## config.mk

```make
export PLATFORM = sky130hd
export DESIGN_NAME = core_ctrl_fsm
export DESIGN_NICKNAME = d
export VERILOG_FILES = /design/src/rtl/core_ctrl_fsm.sv
export SDC_FILE = /design/constraint.sdc
export NUM_CORES = 1
export LEC_CHECK = 0
export CAP_MARGIN = 20
export CORE_UTILIZATION = 44
export CTS_BUF_LIST = sky130_fd_sc_hd__clkbuf_2 sky130_fd_sc_hd__clkbuf_4 sky130_fd_sc_hd__clkbuf_8
export DETAILED_ROUTE_END_ITERATION = 16
export PLACE_DENSITY_LB_ADDON = 0.15
export SYNTH_ARGS = -nofsm -noshare
export SYNTH_HDL_FRONTEND = slang
export SYNTH_SLANG_ARGS = --single-unit
```

## constraint.sdc

```tcl
create_clock -name clk -period 2.8 [get_ports clk]
set_input_delay 0.56 -clock clk [delete_from_list [all_inputs] [get_ports clk]]
set_output_delay 0.56 -clock clk [all_outputs]
set_load 0.05 [all_outputs]
```

## src/rtl/core_ctrl_fsm.sv

```systemverilog
// Multi-cycle RV32I control FSM: fetch, decode, execute, memory, write-back around a shared datapath.
// Optional macro CORE_CTRL_TIMEOUT_EN adds an 8-bit bus-wait watchdog that raises bus_err and halts.
module core_ctrl_fsm #(
  parameter logic [31:0] RESET_PC = 32'h0000_0000
) (
  input  logic        clk,
  input  logic        rst_n,
  output logic        imem_req,
  output logic [31:0] imem_addr,
  input  logic        imem_ack,
  input  logic [31:0] imem_rdata,
  output logic [31:0] inst,
  input  logic [31:0] imm_val,
  output logic [31:0] imm_q,
  output logic [31:0] pc,
  output logic [31:0] link_pc,
  input  logic [31:0] alu_result,
  input  logic        br_taken,
  output logic        dmem_req,
  output logic        dmem_we,
  input  logic        dmem_ack,
  output logic        rf_we,
  output logic [1:0]  wb_sel,
  output logic [2:0]  state,
  output logic        illegal,
  output logic        bus_err
);

  typedef enum logic [2:0] {
    FETCH  = 3'd0,
    DECODE = 3'd1,
    EXEC   = 3'd2,
    MEM    = 3'd3,
    WB     = 3'd4,
    HALT   = 3'd7
  } state_t;

  localparam logic [6:0] OP_R     = 7'b0110011;
  localparam logic [6:0] OP_I     = 7'b0010011;
  localparam logic [6:0] OP_LOAD  = 7'b0000011;
  localparam logic [6:0] OP_STORE = 7'b0100011;
  localparam logic [6:0] OP_BR    = 7'b1100011;
  localparam logic [6:0] OP_LUI   = 7'b0110111;
  localparam logic [6:0] OP_JAL   = 7'b1101111;
  localparam logic [6:0] OP_JALR  = 7'b1100111;

  state_t      st;
  logic [31:0] npc_q;
  logic [6:0]  opcode;
  logic        supported;
  logic [31:0] pc_plus4;
  logic [31:0] br_tgt;
  logic [31:0] exec_tgt;
  logic        is_link;
  logic        tmo;

  assign state     = st;
  assign imem_addr = pc;
  assign pc_plus4  = pc + 32'd4;
  assign link_pc   = pc_plus4;
  assign opcode    = inst[6:0];
  assign br_tgt    = br_taken ? (pc + imm_q) : pc_plus4;
  assign is_link   = (opcode == OP_JAL) || (opcode == OP_JALR);

  always_comb begin
    supported = 1'b0;
    case (opcode)
      OP_R, OP_I, OP_LOAD, OP_STORE, OP_BR, OP_LUI, OP_JAL, OP_JALR: supported = 1'b1;
      default: supported = 1'b0;
    endcase
  end

  // WB target is resolved in EXEC, where alu_result is guaranteed valid.
  always_comb begin
    exec_tgt = pc_plus4;
    if (opcode == OP_JAL)       exec_tgt = pc + imm_q;
    else if (opcode == OP_JALR) exec_tgt = alu_result & ~32'h1;
  end

`ifdef CORE_CTRL_TIMEOUT_EN
  logic [7:0] wcnt;
  logic       waiting;

  // Wait runs are contiguous within one state, so clearing on any non-wait cycle
  // is the same as clearing on entry to FETCH/MEM.
  assign waiting = ((st == FETCH) && imem_req && !imem_ack) ||
                   ((st == MEM)   && dmem_req && !dmem_ack);
  assign tmo     = (wcnt == 8'd254);

  always_ff @(posedge clk) begin
    if (!rst_n)       wcnt <= '0;
    else if (waiting) wcnt <= wcnt + 8'd1;
    else              wcnt <= '0;
  end
`else
  assign tmo     = 1'b0;
  assign bus_err = 1'b0;
`endif

  always_ff @(posedge clk) begin
    if (!rst_n) begin
      st       <= FETCH;
      pc       <= RESET_PC;
      inst     <= '0;
      imm_q    <= '0;
      npc_q    <= '0;
      illegal  <= 1'b0;
      imem_req <= 1'b0;
      dmem_req <= 1'b0;
      dmem_we  <= 1'b0;
      rf_we    <= 1'b0;
      wb_sel   <= 2'd0;
`ifdef CORE_CTRL_TIMEOUT_EN
      bus_err  <= 1'b0;
`endif
    end else begin
      rf_we <= 1'b0;
      case (st)
        FETCH: begin
          if (imem_req && imem_ack) begin
            inst     <= imem_rdata;
            imem_req <= 1'b0;
            st       <= DECODE;
          end else if (imem_req && tmo) begin
`ifdef CORE_CTRL_TIMEOUT_EN
            bus_err  <= 1'b1;
`endif
            imem_req <= 1'b0;
            st       <= HALT;
          end else begin
            imem_req <= 1'b1;
          end
        end
        DECODE: begin
          imm_q <= imm_val;
          if (supported) st <= EXEC;
          else begin
            illegal <= 1'b1;
            st      <= HALT;
          end
        end
        EXEC: begin
          if ((opcode == OP_LOAD) || (opcode == OP_STORE)) begin
            dmem_req <= 1'b1;
            dmem_we  <= (opcode == OP_STORE);
            st       <= MEM;
          end else if (opcode == OP_BR) begin
            if (br_tgt[1]) begin
              illegal <= 1'b1;
              st      <= HALT;
            end else begin
              pc       <= br_tgt;
              imem_req <= 1'b1;
              st       <= FETCH;
            end
          end else begin
            npc_q  <= exec_tgt;
            rf_we  <= !exec_tgt[1];
            wb_sel <= is_link ? 2'd2 : 2'd0;
            st     <= WB;
          end
        end
        MEM: begin
          if (dmem_ack) begin
            dmem_req <= 1'b0;
            dmem_we  <= 1'b0;
            if (dmem_we) begin
              pc       <= pc_plus4;
              imem_req <= 1'b1;
              st       <= FETCH;
            end else begin
              npc_q  <= pc_plus4;
              rf_we  <= 1'b1;
              wb_sel <= 2'd1;
              st     <= WB;
            end
          end else if (tmo) begin
`ifdef CORE_CTRL_TIMEOUT_EN
            bus_err  <= 1'b1;
`endif
            dmem_req <= 1'b0;
            dmem_we  <= 1'b0;
            st       <= HALT;
          end
        end
        WB: begin
          if (npc_q[1]) begin
            illegal <= 1'b1;
            st      <= HALT;
          end else begin
            pc       <= npc_q;
            imem_req <= 1'b1;
            st       <= FETCH;
          end
        end
        HALT: st <= HALT;
        default: begin
          imem_req <= 1'b0;
          dmem_req <= 1'b0;
          st       <= HALT;
        end
      endcase
    end
  end

endmodule

```

==> results by stage, run 1 <==
Synthesis:
- The multiplexer share of the synthesized area is less than 1%.
- Of the post-synthesis cell area, the dominant cell type holds 32.80%.
- The compound-gate portion of the synthesized area is ~28%.
- The share of async-settable or async-resettable flops after synthesis is 0%.
- By area, the combinational part of the netlist is dominated by compound AO/OA/AOI/OAI gates.
- Sequential elements use around a third of the synthesized area.
- Of all cell types, the one taking the most synthesized area is dfxtp_1.
- The synthesized netlist devotes 6.181% of its cell area to XOR and XNOR gates.
- The synthesized instance count is around 1.1k.
- The count of different cell masters after synthesis is 68.
- After Yosys synthesis, and, or, nand and nor cells account for slightly above 20% of the synthesized area.
- Among all flip-flop cells after synthesis, the most frequent one is dfxtp_1.
- The synthesized design contains between 100 and 150 register bits.
- After synthesis the cells add up to between 0.008 and 0.009 mm².
- Ranked by total cell area, the synthesized netlist is headed by dfxtp_1 (33%), nand2_1 (9.6%), a21oi_1 (8.4%), ha_1 (4.8%), o21ai_0 (4.2%).
- Averaged over all synthesized cells, the footprint is approximately 7.5 µm².
- Counting flops with a built-in enable in the synthesized netlist gives 0.
- The synthesized netlist devotes under 10% of its cell area to adder and majority cells.
- The Yosys step of the flow raised 0 warnings.

Status:
- The final reports fail on negative setup slack.
- The run finished, with violations left.

Setup path:
- The required time of the worst setup path is between 2 and 2.5 ns.
- The critical path contains buffers and inverters numbering 4 combined.
- Traced cell by cell, the critical path runs through buf_4 -> buf_4 -> nand4_1 -> nor3_2 -> buf_4 -> nand2b_4 -> nor3_4 -> xor2_2 -> buf_12.
- Grouping stages by cell kind, the critical path spends the most delay in simple AND/OR/NAND/NOR gates.
- The type of destination of the critical path is an output pin.
- STA puts the critical path data arrival time at approximately 2.6 ns.
- In this run the worst path has a maximum fanout of 6.
- The worst setup path is of the reg -> out kind.
- Counting cells, the worst reg-to-reg path comes to 13.
- The delay of the slowest critical-path stage is between 0.3 and 0.4 ns.
- The worst setup path is launched from a flip-flop.
- The library cell appearing most often on the critical path is buf_4.
- On the critical path, the stage with the largest delay is an instance of dfxtp_2.
- The critical path runs through a total of 9 cells.

STA:
- The achievable clock frequency is 321.9 MHz.
- The routed design could run at a clock period as short as about 3.1 ns.
- The number of max-slew violations in the final report is 0.
- The clock arrives with ~0.012 ns of skew.
- For the pin with the worst max-slew slack, the measured transition is ~0.75 ns.
- Setup repair after global routing could not meet its margin everywhere.
- The worst-case setup margin in the final layout is -0.3061 ns.
- The worst slew margin relative to its limit is about half.
- Of the available clock period, the critical path in the final layout requires 110.9%.
- The setup violation total in the final timing report is 16.
- After routing, the total negative slack on setup checks comes to -2.671 ns.
- The final count of hold timing violations is 0.

Pwr:
- The analysis attributes to net switching a power of ~6300 µW.
- The portion of total power attributed to combinational logic is ~63%.
- The internal power component is between 6000 and 7000 µW.
- Across the VDD grid, the largest voltage drop is ~630 µV.
- Net switching is about 50% of the power.
- The leakage dissipation is around 0.0053 µW.
- The power density over the cells is 925.7 mW/mm².
- The proportion of power drawn by flip-flops and latches is approximately 23%.
- The clock network fraction of design power is approximately 14%.

Drt:
- Once detail routing completed, the nets flagged for antenna violations numbered 0.
- The number of design-rule violations left by the first detailed-router iteration is roughly 930.
- Before antenna repair, the detailed router went through 8 iterations.
- After detailed routing, the average wire length per cell comes to 19.14 µm.
- Summing over every cut layer, the via total after detailed routing is a little under 10k.
- The number of vias per cell is roughly 6.
- The sum of routed wire length over all layers is roughly 32,000 µm.
- For this run, design rule violations remaining after detail routing come to 0.

Final layout:
- The area growth from synthesis to layout is 59.16%.
- Once layout is complete, the cells apart from fillers number between 1.5k and 2k.
- The count of nets after finishing is 1,565.
- After filler insertion, the fill cell instance count of the layout stands at roughly 1.5k.
- The top cell types in the final layout, fill and taps aside, are clkdlybuf4s50_1 (238), nand2_1 (212), a21oi_1 (136).
- The most common cell after layout, fill and taps aside is clkdlybuf4s50_1.
- The number of diodes is 0.
- The fraction of layout instances using a drive strength above 1 is between 20% and 30%.

Job:
- The max-capacitance violation count is 0.

Clock network:
- The longest clock path from root to sink contains 2 buffers.
- Clock-pin slew was measured on the worst setup and hold paths at roughly 0.1 ns.
- The CTS tree is built.
- The number of buffers created by CTS is 17.
- In this run the number of H-tree levels came out at 4.
- The clock root buffer is clkbuf_8.
- The number of sinks driven by the clock tree is 137.
- The clock insertion delay at the later pin of the skew report is 0.47 ns.

Global routing:
- The initial antenna violation count came to 1.
- For this run the aggregate overflow at the end of global routing stands at 0.
- For this run, the total global-route usage over all layers was measured as between 30% and 40%.
- Entering global routing, the biggest net connects 62 pins.
- The number of global-route vias before repair is ~9.3k.
- The first global-routing pass estimated approximately 49,000 µm of wire.

Placement:
- The number of placed instances with taps included is 1,594.
- Once detailed placement completed, the half-perimeter wirelength came to approximately 21,000 µm.
- The final RePlAce weighted congestion is just over 0.9.
- Buffers placed on the I/O ports in this run total around 270.

Hold path:
- The worst hold path was traced through 2 stages.
- In this run the worst hold path is classified as reg -> reg.

Floorplan:
- The initial utilization of the core area, before any placement, comes to about 45%.
- The die covers between 0.015 and 0.02 mm².
- The number of top-level design ports is 272.
- From left edge to right edge, the die measures 139.8 µm.
- The area inside the core boundary is 0.01864 mm².
- The y dimension of the die is ~140 µm.
- The placement row count is 50.
## synthesized netlist by cell type, types with 2 or more instances
| master | instances |
|---|---|
| nand2_1 | 213 |
| a21o_1 | 12 |
| a221o_1 | 3 |
| a211oi_1 | 21 |
| xnor2_1 | 31 |
| inv_1 | 13 |
| nor2b_1 | 7 |
| a22oi_1 | 3 |
| or4_1 | 2 |
| buf_2 | 2 |
| nand2b_1 | 5 |
| a21oi_1 | 140 |
| clkbuf_1 | 67 |
| o31ai_1 | 3 |
| a31o_2 | 3 |
| a32oi_1 | 2 |
| a221oi_1 | 27 |
| or3_1 | 6 |
| nor4_1 | 2 |
| o211a_1 | 6 |
| ha_1 | 32 |
| o211ai_1 | 7 |
| nand3_1 | 25 |
| dfxtp_1 | 137 |
| nor2_1 | 85 |
| o22ai_1 | 13 |
| o21ai_1 | 3 |
| a222oi_1 | 8 |
| and3_1 | 6 |
| nand3b_1 | 2 |
| mux2_2 | 2 |
| o221ai_1 | 15 |
| a211o_1 | 3 |
| nor3_1 | 24 |
| o21bai_1 | 4 |
| xor2_1 | 28 |
| a21oi_2 | 2 |
| a31oi_1 | 7 |
| o21ai_0 | 70 |
| nand4_1 | 7 |
| and2_1 | 4 |
| buf_4 | 36 |
| mux2i_1 | 2 |
## repair_timing
item,in CTS,in global routing
setup endpoints to repair,20,38
buffers inserted,36,18
gates resized for setup,55,49
hold endpoints to repair,0,0
hold buffers,0,0
gates cloned,1,0
pin swaps,30,38
## worst paths after layout
| check | startpoint | end | slack (ns) |
|---|---|---|---|
| max | imem_addr[8] | link_pc[24] | -0.31 |
| min | inst[23] | inst[23] | 0.46 |
| max reg2reg | imem_addr[3] | imem_addr[24] | -0.01 |
| min reg2reg | inst[23] | inst[23] | 0.46 |
## cell families (layout without fill, tap and decap cells)
logic type / count (synthesis) / count (layout)
adders and majority gates: 32 / 32
muxes: 4 / 4
other: 1 / 4
buffers and inverters: 120 / 447
DFF: 137 / 137
and+or+nand+nor: 395 / 395
AOI/OAI and AO/OA: 367 / 367
xor gates and xnor gates: 59 / 59
## per-layer routing
| metal | wire (µm) | global-route usage, % | vias up |
|---|---|---|---|
| li1 | - | - | 4607 |
| met1 | 12800 | 39.25 | 4618 |
| met2 | 15260 | 53.42 | 562 |
| met3 | 3045 | 8.465 | 79 |
| met4 | 1030 | 12.09 | 0 |
| met5 | 0 | 0 | - |
## sequential cells by signal (all words and copies together) (netlist names)
register / cells
imm_q: 32
illegal: 1
imem_addr: 31
rf_we: 1
state: 3
imem_req: 1
wb_sel: 2
inst: 32
dmem_we: 1
dmem_req: 1
npc_q: 32
## through the flow
step                power, µW  util, %  area, µm²  hold slack (ns)  setup slack (ns)
floorplan                7519        -       8647           0.4316           -0.1020
detailed placement      10040    63.94      11920           0.4457          -0.04793
global placement         9976    63.94      11920           0.4388          -0.02163
global route            12910    71.38      13310           0.4731           -0.3744
finish                  12320    71.38      13310           0.4580           -0.3061
CTS                     12020    69.11      12880           0.4592           -0.1991
## worst min-delay path: stages, from the launching register on
cell     delay (ns)
dfxtp_1        0.32
nand2_1        0.05
a21oi_1        0.05
## power by group through the flow
stage | Sequential, µW | Combinational [µW] | Clock [µW]
floorplan | 3890 | 3630 | 0
global placement | 2860 | 7110 | 0
detailed placement | 2870 | 7170 | 0
CTS | 2790 | 7470 | 1760
global route | 2880 | 8170 | 1850
finish | 2830 | 7750 | 1730
## layout make-up
class                           instances  area, µm²  share of cell area, %
Timing Repair Buffer                  401       3953                  29.70
Tap cell                              234      292.8                  2.200
Clock inverter                         15      172.7                  1.298
Inverter                               14      53.80                 0.4043
Clock buffer                           17      234.0                  1.758
Sequential cell                       137       2831                  21.28
Multi-Input combinational cell        861       5769                  43.36
Note: power is estimated with default switching activity, not from simulation.
==> inputs of run 2 (changes only) <==
--- a/config.mk
+++ b/config.mk
@@ -6,10 +6,11 @@
 export NUM_CORES = 1
 export LEC_CHECK = 0
 export CAP_MARGIN = 20
-export CORE_UTILIZATION = 44
+export CORE_UTILIZATION = 48
 export CTS_BUF_LIST = sky130_fd_sc_hd__clkbuf_2 sky130_fd_sc_hd__clkbuf_4 sky130_fd_sc_hd__clkbuf_8
 export DETAILED_ROUTE_END_ITERATION = 16
 export PLACE_DENSITY_LB_ADDON = 0.15
+export REMOVE_ABC_BUFFERS = 1
 export SYNTH_ARGS = -nofsm -noshare
 export SYNTH_HDL_FRONTEND = slang
 export SYNTH_SLANG_ARGS = --single-unit
==> constraint.sdc (replaced) <==
create_clock -name clk -period 3 [get_ports clk]
set_input_delay 0.6 -clock clk [delete_from_list [all_inputs] [get_ports clk]]
set_output_delay 0.6 -clock clk [all_outputs]
set_load 0.05 [all_outputs]
==> results by stage, run 2 (synthesis gave the netlist of run 1 again) <==
Status:
- The run finished, with violations left.
- The checks that failed: negative setup slack.

Floorplan:
- The overall die width is between 100 and 150 µm.
- The die area is ~0.018 mm².
- For this configuration, the core starts out at a cell density of 49.71%.
- The y dimension of the die is roughly 130 µm.
- The placement row count is 47.
- The number of top-level design ports is about 270.
- The area inside the core boundary is about 0.017 mm².

STA:
- The actual slew at the worst max-slew pin is about 0.94 ns.
- In the post-route analysis, the smallest setup slack over all paths is -0.04343 ns.
- Between clock sinks in the finished design, the worst skew comes to between 0.01 and 0.015 ns.
- Setup violations remaining at the end of the flow were counted as 4.
- The final count of hold timing violations was 0.
- Measured against its own limit, the worst slew margin works out to between 30% and 40%.
- The time the final worst path needs with I/O delays and setup is 3.043 ns.
- The number of max-slew violations in the final report is 0.
- For this run, the top clock speed supported by timing is between 300 and 400 MHz.
- The worst path uses 101.4% of the clock period.
- Setup repair after global routing could not meet its margin everywhere.

Hold path:
- The path category of the worst min-delay check is reg -> reg.

Pwr:
- The maximum vdd drop is roughly 640 µV.
- The analysis attributes to cell leakage a power of about 0.005 µW.
- For this design the ratio of total power to cell area is between 800 and 900 mW/mm².

Drt:
- The detailed router finished its first iteration with ~1.0k violations.
- The first TritonRoute pass finished after 6 iterations.
- In the routed design, unresolved DRC markers number 0.
- The sum of routed wire length over all layers is 31,770 µm.
- Using the TritonRoute via totals, the vias-per-cell ratio works out to 6.063.
- The detailed-route via count is approximately 9.9k.
- In this run the remaining antenna-violating nets after routing total 0.
- Dividing the detail-routed wire length by the instance count gives between 15 and 20 µm.

Setup path:
- STA classifies the critical path startpoint as a flip-flop.
- Of all nets on the critical path, the largest fanout is 8.
- For the worst setup path, the data required time is ~2.4 ns.
- The critical path is of the reg -> out type.
- The arrival time of the worst setup path is ~2.4 ns.
- STA classifies the critical path endpoint as an output pin.
- In this run the register-to-register setup slack is 0.01 ns.

Placement:
- The cell area reported after detailed placement is ~0.012 mm².
- Input and output buffers added on the ports amount to roughly 270.
- At the end of routability-driven placement, the weighted congestion stood at ~0.93.
- After legalization and detailed placement, the total HPWL measured around 22,000 µm.

Global routing:
- The initial antenna violation count was 0.
- The largest net degree at the start of global routing is 98.
- Global routing used 34.40% of the available tracks across all layers.
- The first global-routing pass estimated roughly 50,000 µm of wire.
- For this run the aggregate overflow at the end of global routing stands at 0.
- The number of global-route vias before repair is around 9.2k.

Final layout:
- The final layout contains 1,529 nets.
- At the end of the flow the core is filled with cells to 74.35%.
- Leaving out fill and tap cells, the most frequent cells in the layout are clkdlybuf4s50_1 (238), nand2_1 (213), a21oi_1 (136).
- In the final layout, the registers with the most flip-flops are imm_q: 32 flops, inst: 32 flops, npc_q: 32 flops.
- The final non-filler cell area is around 0.013 mm².
- The fraction of layout instances using a drive strength above 1 is between 15 and 20%.
- The number of diodes is 0.
- The library cell used most frequently in the layout, excluding fill and tap cells, is clkdlybuf4s50_1.
- From synthesis to final layout, the design area changed by 49.57%.

Clock network:
- The clock reaches the later pin of the worst-skew pair after about 0.46 ns.
- The H-tree generated during clock tree synthesis spans 4 levels.
- The CTS clock-pin slew for the worst setup and hold paths is roughly 0.09 ns.
- The deepest clock path buffer count is 2.
- For this design, the CTS-stage hold fixing added 0 buffers.
- The clock root buffer is clkbuf_8.
- The number of sinks driven by the clock tree is 137.
- The CTS tree is built.
- Clock tree synthesis inserted a total of 17 buffers.

Job:
- Across the run, the number of max-cap violations was 0.
==> run 2: cell count changes in the layout (fill, tap and decap cells not counted), sizes merged <==
cell,delta
clkbuf,+3
clkinv,+1
bufinv,+2
dlymetal6s2s,+1
clkinvlp,+4
buf,-39
inv,-8
==> run 2: area by class of cell <==
type	instances	area, µm²
multi-input cells	861	5309
well taps	220	275.3
flip-flops and latches	137	2784
clock inverters	14	173.9
repair buffers	365	3667
clock buffers	18	241.5
fillers	1360	4314
inverters	14	53.80
==> run 2: metrics by stage <==
| stage | power [µW] | setup TNS, ns | setup WS, ns | hold WS [ns] | cells |
|---|---|---|---|---|---|
| floorplan | 6612 | -38.94 | -0.9083 | 0.4316 | 1012 |
| global placement | 9189 | 0 | 0.09970 | 0.4397 | 1574 |
| detailed placement | 9267 | 0 | 0.03023 | 0.4459 | 1574 |
| CTS | 11050 | -0.1152 | -0.04236 | 0.4565 | 1620 |
| global route | 11670 | -0.9268 | -0.1265 | 0.4739 | 1629 |
| finish | 11210 | -0.09262 | -0.04343 | 0.4561 | 1629 |
==> run 2: routing by layer <==
metal,GRT usage [%],up-vias,wire [µm],part of all wire (%)
met5,0,-,0,0
met1,43.68,4622,12700,40
met4,14.20,0,1052,3.3
met2,56.19,628,14660,46
li1,-,4539,-,-
met3,7.672,87,3352,11
==> run 2: final timing paths <==
kind,endpoint,from,cells past startpoint
max,link_pc[29],imem_addr[5],8
min,inst[22],inst[22],2
max reg2reg,imem_addr[30],imem_addr[2],10
min reg2reg,inst[22],inst[22],2
==> run 2: timing repair <==
item	4_1_cts	5_1_grt
setup buffers	14	9
endpoints found under the setup margin	19	24
pin swaps	13	11
resized for setup	44	34
==> run 2: worst max-delay path: stages (launching register included) <==
cell and delay [ns]:
dfxtp_2 0.35, and4_4 0.23, nand3_2 0.08, or3_4 0.36
buf_12 0.17, nor4_4 0.24, xor2_1 0.23, buf_4 0.18
buf_12 0.13
==> run 2: report_power, final <==
| group | total [µW] | switching (µW) | internal (µW) | leakage (µW) |
|---|---|---|---|---|
| combinational | 6900 | 4430 | 2470 | 0.00364 |
| clock | 1640 | 807 | 836 | 0.000199 |
| sequential | 2670 | 435 | 2240 | 0.00112 |
